`config.mk`:
```
export PLATFORM = sky130hd
export DESIGN_NAME = imm_field_packer
export DESIGN_NICKNAME = d
export VERILOG_FILES = /design/src/rtl/imm_field_packer.sv
export SDC_FILE = /design/constraint.sdc
export NUM_CORES = 1
export LEC_CHECK = 0
export ABC_AREA = 1
export CAP_MARGIN = 0
export CELL_PAD_IN_SITES_DETAIL_PLACEMENT = 1
export CELL_PAD_IN_SITES_GLOBAL_PLACEMENT = 1
export CORE_MARGIN = 2
export CORE_UTILIZATION = 39
export CTS_BUF_LIST = sky130_fd_sc_hd__clkbuf_4
export DETAILED_ROUTE_END_ITERATION = 10
export PLACE_DENSITY_LB_ADDON = 0.15
export SYNTH_ARGS = -nofsm -noshare
export SYNTH_HDL_FRONTEND = slang
export SYNTH_SLANG_ARGS = --single-unit
```
`constraint.sdc`:
```
create_clock -name CLK -period 1.87 [get_ports CLK]
set_clock_uncertainty 0.1 [all_clocks]
set_input_delay 0.374 -clock CLK [delete_from_list [all_inputs] [get_ports CLK]]
set_output_delay 0.374 -clock CLK [all_outputs]
set_load 0.1 [all_outputs]
```
`src/rtl/imm_field_packer.sv`:
```
// imm_field_packer
//   Packs a 64-bit immediate into the I, D, B or CB field of a LEGv8 instruction word and flags
//   immediates that do not fit the selected field. Two-stage valid/ready pipeline. Errored
//   results are counted in a saturating counter.
//
// Ports
//   CLK, Reset_n        clock (rising edge), asynchronous active-low reset
//   InValid / InReady   request handshake
//   InInst, InImm       base instruction word and immediate to encode
//   InCtrl              field select: 00 I, 01 D, 10 B, 11 CB
//   OutValid / OutReady result handshake
//   OutInst, OutErr     packed word, immediate-out-of-range flag
//   ErrCount            number of errored results accepted downstream (saturating)
//   ErrClr              synchronous clear of ErrCount; wins over a same-cycle increment

module imm_field_packer #(
  parameter int unsigned CNT_W = 16
) (
  input  logic             CLK,
  input  logic             Reset_n,
  input  logic             InValid,
  output logic             InReady,
  input  logic [31:0]      InInst,
  input  logic [63:0]      InImm,
  input  logic [1:0]       InCtrl,
  output logic             OutValid,
  input  logic             OutReady,
  output logic [31:0]      OutInst,
  output logic             OutErr,
  output logic [CNT_W-1:0] ErrCount,
  input  logic             ErrClr
);

  typedef enum logic [1:0] {
    FieldI  = 2'b00,
    FieldD  = 2'b01,
    FieldB  = 2'b10,
    FieldCb = 2'b11
  } field_e;

  // Stage 1: registered request
  logic        s1_valid_q;
  logic [31:0] s1_inst_q;
  logic [63:0] s1_imm_q;
  field_e      s1_ctrl_q;

  // Stage 2: registered result
  logic        s2_valid_q;
  logic [31:0] s2_inst_q;
  logic        s2_err_q;

  logic [CNT_W-1:0] err_cnt_q, err_cnt_d;

  logic        adv2;
  logic        out_xfer;
  logic [31:0] pack_inst;
  logic        pack_err;

  assign adv2     = !s2_valid_q || OutReady;
  assign InReady  = !s1_valid_q || adv2;
  assign out_xfer = s2_valid_q && OutReady;

  assign OutValid = s2_valid_q;
  assign OutInst  = s2_inst_q;
  assign OutErr   = s2_err_q;
  assign ErrCount = err_cnt_q;

  // Field insertion and range check. Signed fields fit when every bit from the field's sign
  // bit upward is identical; the I field is unsigned so all bits above it must be zero.
  always_comb begin
    pack_inst = s1_inst_q;
    pack_err  = 1'b0;
    case (s1_ctrl_q)
      FieldI: begin
        pack_inst[21:10] = s1_imm_q[11:0];
        pack_err         = |s1_imm_q[63:12];
      end
      FieldD: begin
        pack_inst[20:12] = s1_imm_q[8:0];
        pack_err         = !((&s1_imm_q[63:8]) || !(|s1_imm_q[63:8]));
      end
      FieldB: begin
        pack_inst[25:0] = s1_imm_q[25:0];
        pack_err        = !((&s1_imm_q[63:25]) || !(|s1_imm_q[63:25]));
      end
      FieldCb: begin
        pack_inst[23:5] = s1_imm_q[18:0];
        pack_err        = !((&s1_imm_q[63:18]) || !(|s1_imm_q[63:18]));
      end
      default: begin
        pack_inst = s1_inst_q;
        pack_err  = 1'b0;
      end
    endcase
  end

  always_comb begin
    err_cnt_d = err_cnt_q;
    if (ErrClr) begin
      err_cnt_d = '0;
    end else if (out_xfer && s2_err_q && (err_cnt_q != {CNT_W{1'b1}})) begin
      err_cnt_d = err_cnt_q + 1'b1;
    end
  end

  always_ff @(posedge CLK or negedge Reset_n) begin
    if (!Reset_n) begin
      s1_valid_q <= 1'b0;
      s1_inst_q  <= '0;
      s1_imm_q   <= '0;
      s1_ctrl_q  <= FieldI;
    end else if (InReady) begin
      s1_valid_q <= InValid;
      if (InValid) begin
        s1_inst_q <= InInst;
        s1_imm_q  <= InImm;
        s1_ctrl_q <= field_e'(InCtrl);
      end
    end
  end

  // Result data only changes when a new result enters, so it holds during output stalls.
  always_ff @(posedge CLK or negedge Reset_n) begin
    if (!Reset_n) begin
      s2_valid_q <= 1'b0;
      s2_inst_q  <= '0;
      s2_err_q   <= 1'b0;
    end else if (adv2) begin
      s2_valid_q <= s1_valid_q;
      if (s1_valid_q) begin
        s2_inst_q <= pack_inst;
        s2_err_q  <= pack_err;
      end
    end
  end

  always_ff @(posedge CLK or negedge Reset_n) begin
    if (!Reset_n) begin
      err_cnt_q <= '0;
    end else begin
      err_cnt_q <= err_cnt_d;
    end
  end

endmodule
```
-- Yosys cells after proc, flatten, opt, wreduce, memory -nomap -nowiden
Index checks and enable logic that the tools add are counted.
- muxes and demuxes: 10
- reduce and logical (&&, ||, !) cells: 27
- equality and inequality tests: 4
- add/sub/neg operators: 1
- operators by type and width (operator ; number):
    AND reduction 56 bit ; 1
    OR reduction 56 bit ; 1
    OR reduction 52 bit ; 1
    AND reduction 46 bit ; 1
    OR reduction 46 bit ; 1
    AND reduction 39 bit ; 1
    OR reduction 39 bit ; 1
    case mux 9 bit (4 select lines) ; 1
    2-to-1 mux 16 bit ; 2
    adder 16 x 1 -> 16 bit (second input constant) ; 1
    inequality test 16 bit (second input constant) ; 1
    case mux 5 bit (2 select lines) ; 1
    zero test 1 bit ; 8
    case mux 2 bit (3 select lines) ; 1
    logical OR 1 bit ; 5
    2-to-1 mux 5 bit ; 1
    equality test 2 bit (second input constant) ; 2
    case mux 1 bit (4 select lines) ; 1
    case mux 2 bit (2 select lines) ; 1
    AND reduction 2 bit ; 2
    logical AND 1 bit ; 3
    case mux 1 bit (3 select lines) ; 1
    equality test 2 x 1 -> 1 bit (second input constant) ; 1
    zero test 2 bit ; 1
    other kinds (2) ; 2
- output and inout port bits: 51
- flip-flop bits (word level): 149
- bits of input ports: 103

-- Depth between registers and ports, before layout
Gate-level depths: netlist (run 1).
- depth after elaboration: 5
- gate-level depth with buffers: 10
- mapped depth without buffers: 10

-- Worst setup path before layout (run 1)
Ideal clock, no wire load.
- kind: register -> register
- start: register s2_valid_q (netlist: OutValid)
- end: register s1_imm_q[11]
- arrival time: 3.058 ns
- buffers on the path: 2
- period minus slack after synthesis: 3.282 ns
- required time: 1.645 ns
- setup time: 0.125 ns
- cell stages (with the launch flop): 6
- setup slack: -1.412 ns
- cells stage by stage: dfrtp_1 -> nand3_1 -> nand2_1 -> buf_2 -> buf_2 -> mux2_2
- cells in the longest elaborated chain, start to end: 4
- RTL lines (what ; RTL line ; source):
    start, declared ; 48 ; logic s2_valid_q;
    start signal, assigned ; 129 ; s2_valid_q <= s1_valid_q;
    zero test 1 bit ; 59 ; assign adv2 = !s2_valid_q || OutReady;
    logical OR 1 bit ; 59 ;
    logical OR 1 bit ; 60 ; assign InReady = !s1_valid_q || adv2;
    net InReady ; 22 ; output logic InReady,
    AND reduction 2 bit (no source line) ; -- ;
    end signal, assigned ; 116 ; s1_imm_q <= InImm;
    end, declared ; 44 ; logic [63:0] s1_imm_q;
The timed path passes the listed nets, and every way through them passes these cells.
A chain may end at the register's enable or synchronous reset.

-- Final worst setup path (run 1)
- start: register err_cnt_q[0] (netlist: ErrCount[0])
- end: output ErrCount[0]
- RTL lines (what ; RTL line ; source):
    start, declared ; 52 ; logic [CNT_W-1:0] err_cnt_q, err_cnt_d;
    start signal, assigned ; 141 ; err_cnt_q <= err_cnt_d;
    end, declared ; 30 ; output logic [CNT_W-1:0] ErrCount,
No word-level cell between the ends.

==> impl_metrics.yaml, run 1 <==
clock_network:
  cts_buffer_depth: 2
  cts_tree: "yes"
  cts_inserted_buffers: 17
  cts-root-buf: "clkbuf_4"
  clock_sinks: 140
  clk_latency_ns: 0.57
  htree_levels: 4
  clk_pin_slew_ns: 0.14
timing:
  worstMarginPinSlew_ns: 0.448
  rsz0062_at_grt: "yes"
  maxSlewHeadroom: 0.701
  finalMaxSlewViolations: 0
  fin_crit_sh: 0.992
  final.setup.worst_slack_ns: 0.0146
  final-setup-viol-count: 0
  period_minus_slack_ns: 1.86
  max_freq_ghz: 0.539
  hold_violations: 0
synth:
  synth-edff-count: 0
  synth_top_family_by_area: "simple AND/OR/NAND/NOR gates"
  ys_seq_area_frac: 0.525
  synth_xor_xnor_area_share: 0.0131
  ys_seq_elements: 140
  synth_cell_types: 34
  synth-adder-area-share: 0.00187
  ys_async_sr_fraction: 1.00
  synth_cells: 736
  syn-num-nets: 840
  synth-compound-area-share: 0.0965
  synth.area.mux_share: 0.115
  synth_flop_cell: "dfrtp_1"
  netlist_area_sq_um: 6680
  avgSynthCellArea_sq_um: 9.07
  post_synth_and_or_nand_nor_area_fraction: 0.207
  yosys_warnings: 0
die:
  rows: 47
  die_area_sq_um: 18200
  io_pins: 154
  die_w_um: 135
  initial_core_util: 0.401
  die_y_um: 135
  core_sq_um: 16600
worst_hold_path:
  hold_path_class: "in2async"
worst_setup_path:
  required_ns: 1.40
  cp_max_fo: 2
  end_kind: "primary output"
  worstSetupStartpointType: "flop"
  criticalPathCategory: "reg2out"
  cp.arrival_ns: 1.38
drt:
  drt_iter0_drc: 259
  wl_um: 21000
  drtPass1Iterations: 5
  wl_per_cell_um: 18.3
  via_per_inst: 5.18
  ant_nets: 0
  post-route-drc-count: 0
  route.vias.total: 5956
flow_run:
  maxCapViolCount: 0
layout:
  final_layout_size_suffix_gt1_frac: 0.256
  utilization: 0.575
  num-fill-cells: 1832
  finalNonFillerCells: 1149
  finalNetCount: 1019
  syn2layout_area_growth_pct: 43.4
pwr:
  ir_worst_vdd_mv: 0.837
  cellLeakagePower_nw: 4.04
  p_per_area_nw_per_um2: 1180
run_status:
  status: "finished clean"
grt:
  grt_pass1_wl_um: 34100
  grt_pass1_vias: 6554
  grt_max_degree: 52
  grt.overflow.total: 0
  antenna_found_initial: 1
  track_usage: 0.242
placement:
  port_buffers: 144
  dp.cells: 1107
  gp_congestion: 0.837
  dp_hpwl_um: 16100
  dp_worst_setup_slack_ns: -0.127
[cell usage after synthesis (2+ instances only)]
| cell type | count | area share |
|---|---|---|
| xor2_1 | 10 | 0.013 |
| buf_2 | 11 | 0.0082 |
| o21ai_2 | 5 | 0.0066 |
| nor2_4 | 3 | 0.0051 |
| nor3_1 | 4 | 0.0030 |
| a21oi_1 | 35 | 0.026 |
| inv_1 | 40 | 0.022 |
| clkbuf_1 | 9 | 0.0051 |
| nand2_1 | 165 | 0.093 |
| o21ai_0 | 41 | 0.031 |
| o211ai_1 | 2 | 0.0022 |
| a221oi_1 | 7 | 0.0092 |
| dfrtp_1 | 140 | 0.52 |
| o21ai_1 | 2 | 0.0015 |
| a31oi_1 | 2 | 0.0019 |
| o31ai_1 | 6 | 0.0067 |
| o22ai_1 | 4 | 0.0037 |
| buf_1 | 3 | 0.0017 |
| inv_2 | 3 | 0.0017 |
| nor2_1 | 130 | 0.073 |
| nand2_2 | 2 | 0.0019 |
| nand3_1 | 24 | 0.018 |
| o221ai_1 | 3 | 0.0039 |
| mux2_2 | 68 | 0.11 |
| nand4_1 | 8 | 0.0075 |
[cell families (layout without fill, tap and decap cells)]
group | after synthesis | after routing
AO/OA/AOI/OAI | 109 | 110
XOR/XNOR | 10 | 10
adder cells (fa/ha/maj) | 1 | 1
buffers and inverters | 68 | 259
flip-flops | 140 | 140
multiplexers | 68 | 68
other | 0 | 1
AND/OR/NAND/NOR | 340 | 340
[layer usage]
metal  up-vias  share of wire  routed length, um  track usage
met4         0          0.012                259       0.0579
met5         -              0                  0            0
met1      2986           0.42               8910        0.305
li1       2792              -                  -            -
met2       156           0.52              10900        0.430
met3        22          0.045                937       0.0477
[stage by stage]
stage | hold slack [ns] | TNS, ns | power [mW] | instance area, sq um
global placement | 0.234 | -3.41 | 9.26 | 9190
finish | 0.188 | 0 | 11.3 | 9580
global route | 0.202 | -0.377 | 11.8 | 9580
CTS | 0.181 | -0.0109 | 11.4 | 9520
floorplan | -0.0216 | -10.71 | 7.16 | 6800
detailed placement | 0.238 | -6.71 | 9.42 | 9190
[critical path, cell delays in order, from the launching register on]
cell and delay [ns]:
dfrtp_4 0.52, buf_6 0.13, buf_12 0.15
[repair_timing]
| action | in CTS | in global routing |
|---|---|---|
| buffers inserted | 5 | 3 |
| cloned | 1 | 0 |
| setup endpoints to repair | 17 | 19 |
| hold buffers | 1 | 0 |
| endpoints found under the hold margin | 55 | 0 |
| resized for setup | 4 | 8 |
| pin swaps | 6 | 4 |
[path summary, 6_finish.rpt]
| check | start | to | slack [ns] | depth (start not counted) |
|---|---|---|---|---|
| max reg2reg | ErrCount[0]$_DFFE_PN0P_ | ErrCount[12]$_DFFE_PN0P_ | 0.01 | 9 |
| max in group asynchronous | Reset_n | s1_imm_q[41]$_DFFE_PN0P_ | 0.81 | 3 |
| min reg2reg | s1_inst_q[27]$_DFFE_PN0P_ | OutInst[27]$_DFFE_PN0P_ | 0.39 | 2 |
| min in group CLK | InImm[62] | s1_imm_q[62]$_DFFE_PN0P_ | 0.29 | 3 |
| min | Reset_n | s1_inst_q[29]$_DFFE_PN0P_ | 0.19 | 2 |
| max | ErrCount[0]$_DFFE_PN0P_ | ErrCount[0] | 0.01 | 2 |
[state kept, by name, summed over array words and instances, names as in the netlist]
register and cells:
ErrCount 16, OutErr 1, OutInst 32, OutValid 1, s1_ctrl_q 2, s1_imm_q 64
s1_inst_q 23, s1_valid_q 1
[placed cells by master, fill, tap and decap left out, types with 7 or more instances in the layout]
cell / count
nand2_1: 161
nand4_1: 8
dfrtp_2: 13
nor2_1: 130
xor2_1: 9
o21ai_0: 41
buf_4: 28
buf_12: 58
a221oi_1: 7
clkbuf_4: 19
clkdlybuf4s50_1: 92
nand3_1: 23
inv_1: 40
a21oi_1: 34
mux2_2: 66
dfrtp_1: 123
[where the power goes]
group	internal [mW]	switching, mW	leakage [nW]
clock	0.695	1.21	0.137
combinational	1.92	3.23	2.25
sequential	3.60	0.630	1.65
[area by class of cell]
class / count / area (sq um) / share of cell area
flip-flops and latches: 140 / 3530 / 0.369
inverters: 44 / 170 / 0.0178
repair buffers: 183 / 2350 / 0.245
clock buffers: 19 / 143 / 0.0149
diodes: 1 / 2.50 / 0.000261
clock inverters: 13 / 119 / 0.0124
well taps: 220 / 275 / 0.0287
multi-input cells: 529 / 2990 / 0.312
No activity file was read; power rests on OpenSTA's default activity.
==> inputs of run 2 (changes only) <==
Settings changed: CORE_ASPECT_RATIO set to 1.5, SLEW_MARGIN set to 20.
==> impl_metrics.yaml, run 2 (same netlist as run 1, synthesis figures left out) <==
run_status:
  status: "finished clean"
layout:
  finalNetCount: 1025
  final_cell_area_sq_um: 9610
  syn2layout_area_growth_pct: 43.9
  final_cell_mix: "nand2_1 (163), nor2_1 (124), dfrtp_1 (123)"
  largest_reg_flops: 64
  num-fill-cells: 1891
  top_register: "s1_imm_q"
  final_common_cell: "nand2_1"
  final_layout_size_suffix_gt1_frac: 0.262
grt:
  grt_pass1_vias: 6610
  grt_max_degree: 53
  grt.overflow.total: 0
  grt_pass1_wl_um: 33700
  track_usage: 0.234
  antenna_found_initial: 1
worst_setup_path:
  cp.arrival_ns: 1.37
  cp_slowest_stage_delay_ns: 0.52
  criticalPathCategory: "reg2out"
  reg2reg_to: "ErrCount[3]$_DFFE_PN0P_"
  reg2reg_depth: 8
  crit_slowest_cell: "dfrtp_4"
  reg2reg_slack_ns: 0.06
  required_ns: 1.40
  cp_max_fo: 3
  path_cells: "buf_6, buf_12"
  end_kind: "primary output"
  worstSetupStartpointType: "flop"
  r2r-start: "ErrCount[1]$_DFFE_PN0P_"
placement:
  dp_hpwl_um: 16500
  dp_worst_setup_slack_ns: -0.154
  port_buffers: 144
  place_area_sq_um: 9240
  gp_congestion: 0.909
drt:
  post-route-drc-count: 0
  route.vias.total: 5948
  ant_nets: 0
  wl_um: 21100
  drtPass1Iterations: 4
  wl_per_cell_um: 18.4
  via_per_inst: 5.19
  drt_iter0_drc: 218
die:
  die_y_um: 164
  die_area_sq_um: 18200
  initial_core_util: 0.398
  io_pins: 154
  die_w_um: 111
  core_sq_um: 16800
  rows: 58
timing:
  fin_crit_sh: 0.984
  hold_violations: 0
  max_freq_ghz: 0.543
  final-setup-viol-count: 0
  final.setup.worst_slack_ns: 0.0297
  maxSlewHeadroom: 0.705
  period_minus_slack_ns: 1.84
  worst_hold_slack_ns: 0.113
  finalMaxSlewViolations: 0
  rsz0062_at_grt: "yes"
  worstMarginPinSlew_ns: 0.443
  setup_tns_ns: 0
pwr:
  p_per_area_nw_per_um2: 1180
  ir_worst_vdd_mv: 0.940
  cellLeakagePower_nw: 4.08
flow_run:
  maxCapViolCount: 0
clock_network:
  clock_sinks: 140
  clk_latency_ns: 0.56
  cts_buffer_depth: 2
  htree_levels: 4
  cts_inserted_buffers: 17
  cts_tree: "yes"
  clk_pin_slew_ns: 0.12
  cts-root-buf: "clkbuf_4"
worst_hold_path:
  hold_path_class: "in2async"
run 2: critical path, delay by kind of cell, from the launching register on:
kind / cells / cell delay, ns
buffers and inverters: 2 / 0.30
DFF: 1 / 0.52
run 2: per-layer routing:
metal	vias to the layer above	global-route usage	wire, um
li1	2809	-	-
met1	2967	0.245	7930
met2	138	0.472	12100
met3	34	0.0413	657
met4	0	0.0716	420
met5	-	0	0
run 2: per-stage QoR:
step,cells,power (mW),util
2_1_floorplan,736,7.16,-
3_3_place_gp,1106,9.28,0.551
3_5_place_dp,1106,9.43,0.551
4_1_cts,1141,11.4,0.569
5_1_grt,1145,11.8,0.573
6_report,1145,11.3,0.573
run 2: worst max path at each step:
| stage | startpoint | to | slack [ns] | cells after the start |
|---|---|---|---|---|
| floorplan | OutValid$_DFFE_PN0P_ | s1_imm_q[11]$_DFFE_PN0P_ | -0.14 | 5 |
| global placement | OutReady | s1_imm_q[59]$_DFFE_PN0P_ | -0.10 | 6 |
| detailed placement | OutReady | s1_imm_q[56]$_DFFE_PN0P_ | -0.15 | 6 |
| CTS | ErrCount[1]$_DFFE_PN0P_ | ErrCount[1] | -0.007 | 2 |
| global route | ErrCount[1]$_DFFE_PN0P_ | ErrCount[1] | -0.03 | 2 |
| finish | OutValid$_DFFE_PN0P_ | OutValid | 0.03 | 2 |
run 2: area by class of cell:
class	instances	area (sq um)	share of cell area
multi-input cells	528	2970	0.309
flip-flops and latches	140	3530	0.368
repair buffers	190	2390	0.249
clock inverters	15	148	0.0154
inverters	44	168	0.0174
well taps	210	263	0.0273
clock buffers	17	128	0.0133
diodes	1	2.50	0.000260
run 2: timing repair:
item	4_1_cts	5_1_grt
hold endpoints to repair	140	0
setup buffers	4	3
gates resized for setup	3	11
pin swaps	3	2
hold buffers	1	0
endpoints found under the setup margin	14	14
run 2: report_power, final:
part / total, mW / internal, mW / switching [mW] / leakage (nW)
clock: 1.96 / 0.788 / 1.17 / 0.149
combinational: 5.14 / 1.92 / 3.22 / 2.28
sequential: 4.24 / 3.60 / 0.631 / 1.65
total: 11.3 / 6.31 / 5.02 / 4.08
==> inputs of run 3 (changes only) <==
Settings changed: CTS_CLUSTER_DIAMETER set to 120, PLACE_DENSITY_LB_ADDON 0.15 to 0.1.
==> impl_metrics.yaml, run 3 (same netlist as run 1, synthesis figures left out) <==
timing:
  period_minus_slack_ns: 1.83
  final.setup.worst_slack_ns: 0.0357
  final-setup-viol-count: 0
  fin_crit_sh: 0.981
  rsz0062_at_grt: "yes"
  worstMarginPinSlew_ns: 0.469
  max_freq_ghz: 0.545
  worst_hold_slack_ns: 0.148
  maxSlewHeadroom: 0.687
  finalMaxSlewViolations: 0
  hold_violations: 0
worst_setup_path:
  worst-path-buf-inv: 2
  worstSetupEndpoint: "ErrCount[1]"
  cpLargestDelayFamily: "flip-flops"
  end_kind: "primary output"
  cp_slowest_stage_delay_ns: 0.53
  path_cells: "buf_6, buf_12"
  crit_slowest_cell: "dfrtp_4"
  r2r-start: "ErrCount[1]$_DFFE_PN0P_"
  cp-startpoint: "ErrCount[1]$_DFFE_PN0P_"
  reg2reg_depth: 8
  reg2reg_slack_ns: 0.04
  cp.arrival_ns: 1.36
  criticalPathCategory: "reg2out"
  cp_max_fo: 2
  path_depth: 2
  required_ns: 1.40
  reg2reg_to: "ErrCount[10]$_DFFE_PN0P_"
  worstSetupStartpointType: "flop"
die:
  core_sq_um: 16800
  die_area_sq_um: 18200
  rows: 58
  die_y_um: 164
  io_pins: 154
  initial_core_util: 0.398
  die_w_um: 111
grt:
  grt_max_degree: 43
  track_usage: 0.233
  antenna_found_initial: 2
  grt_pass1_wl_um: 33400
  grt.overflow.total: 0
  grt_pass1_vias: 6594
pwr:
  ir_worst_vdd_mv: 1.11
  p_per_area_nw_per_um2: 1200
  cellLeakagePower_nw: 4.06
layout:
  finalNonFillerCells: 1142
  final_layout_size_suffix_gt1_frac: 0.262
  top_register: "s1_imm_q"
  ff_latch_area_sq_um: 3530
  utilization: 0.574
  final_cell_mix: "nand2_1 (163), dfrtp_1 (123), nor2_1 (123)"
  final_common_cell: "nand2_1"
  largest_reg_flops: 64
  syn2layout_area_growth_pct: 44.1
  num-fill-cells: 1887
  multi_input_area_sq_um: 2990
  final_cell_area_sq_um: 9620
  finalNetCount: 1021
clock_network:
  htree_levels: 4
  clk_latency_ns: 0.55
  clock_sinks: 140
  cts-root-buf: "clkbuf_4"
  cts_tree: "yes"
  clk_pin_slew_ns: 0.14
  cts_buffer_depth: 2
  cts_inserted_buffers: 17
placement:
  place_area_sq_um: 9190
  dp_worst_setup_slack_ns: -0.117
  gp_congestion: 0.913
  port_buffers: 144
  dp_hpwl_um: 16400
  dp.cells: 1101
drt:
  ant_nets: 0
  route.vias.total: 5845
  post-route-drc-count: 0
  via_per_inst: 5.12
  wl_per_cell_um: 18.1
  wl_um: 20700
  drtPass1Iterations: 4
  drt_iter0_drc: 161
worst_hold_path:
  hold_path_class: "in2async"
run_status:
  status: "finished clean"
flow_run:
  maxCapViolCount: 0
## run 3: cell types whose count changed in the layout (fill, tap and decap cells not counted), moves of 2 or more
| cell | previous run | this run |
|---|---|---|
| clkinvlp_4 | 2 | 4 |
| inv_8 | 0 | 2 |
| clkinv_2 | 5 | 0 |
| buf_4 | 34 | 32 |
## run 3: timing repair
item                       in CTS  in global routing
pin swaps                       2                  5
hold buffers                    1                  0
gates resized for setup         3                 14
gates cloned                    0                  0
setup endpoints to repair       4                 20
hold endpoints to repair      140                  0
buffers inserted                4                  3
## run 3: worst min-delay path by stage
stage | slack (ns) | depth (start not counted) | endpoint
floorplan | -0.02 | 0 | ErrCount[10]$_DFFE_PN0P_
global placement | 0.16 | 1 | s1_inst_q[5]$_DFFE_PN0P_
detailed placement | 0.16 | 1 | s1_inst_q[5]$_DFFE_PN0P_
CTS | 0.10 | 2 | s1_inst_q[5]$_DFFE_PN0P_
global route | 0.11 | 2 | s1_inst_q[5]$_DFFE_PN0P_
finish | 0.15 | 2 | s1_inst_q[5]$_DFFE_PN0P_
## run 3: worst register-to-register path: cells and delay by family, from the launching register on
kind / cells / cell delay (ns)
AOI/OAI and AO/OA: 2 / 0.49
adders and majority gates: 1 / 0.19
buffers and inverters: 1 / 0.14
DFF: 1 / 0.53
and+or+nand+nor: 4 / 0.29
## run 3: layer usage
metal,vias to the layer above,wire length [um],GRT usage
met3,36,719,0.0395
met2,147,11600,0.450
met5,-,0,0
li1,2799,-,-
met1,2863,7770,0.248
met4,0,619,0.101
## run 3: stage by stage
stage / power, mW / setup TNS (ns)
after floorplan: 7.16 / -10.71
after global placement: 9.27 / -3.52
after detailed placement: 9.42 / -6.85
after CTS: 11.6 / -0.0589
after global routing: 12.1 / -0.626
final: 11.5 / 0
## run 3: power breakdown
part / switching (mW) / internal [mW]
clock: 1.22 / 0.952
combinational: 3.22 / 1.93
sequential: 0.622 / 3.60
## run 3: layout make-up
type                    instances  area share
multi-input cells             528       0.310
repair buffers                186       0.244
inverters                      44      0.0174
clock inverters                15      0.0198
diodes                          2    0.000520
clock buffers                  17      0.0133
well taps                     210      0.0273
flip-flops and latches        140       0.367
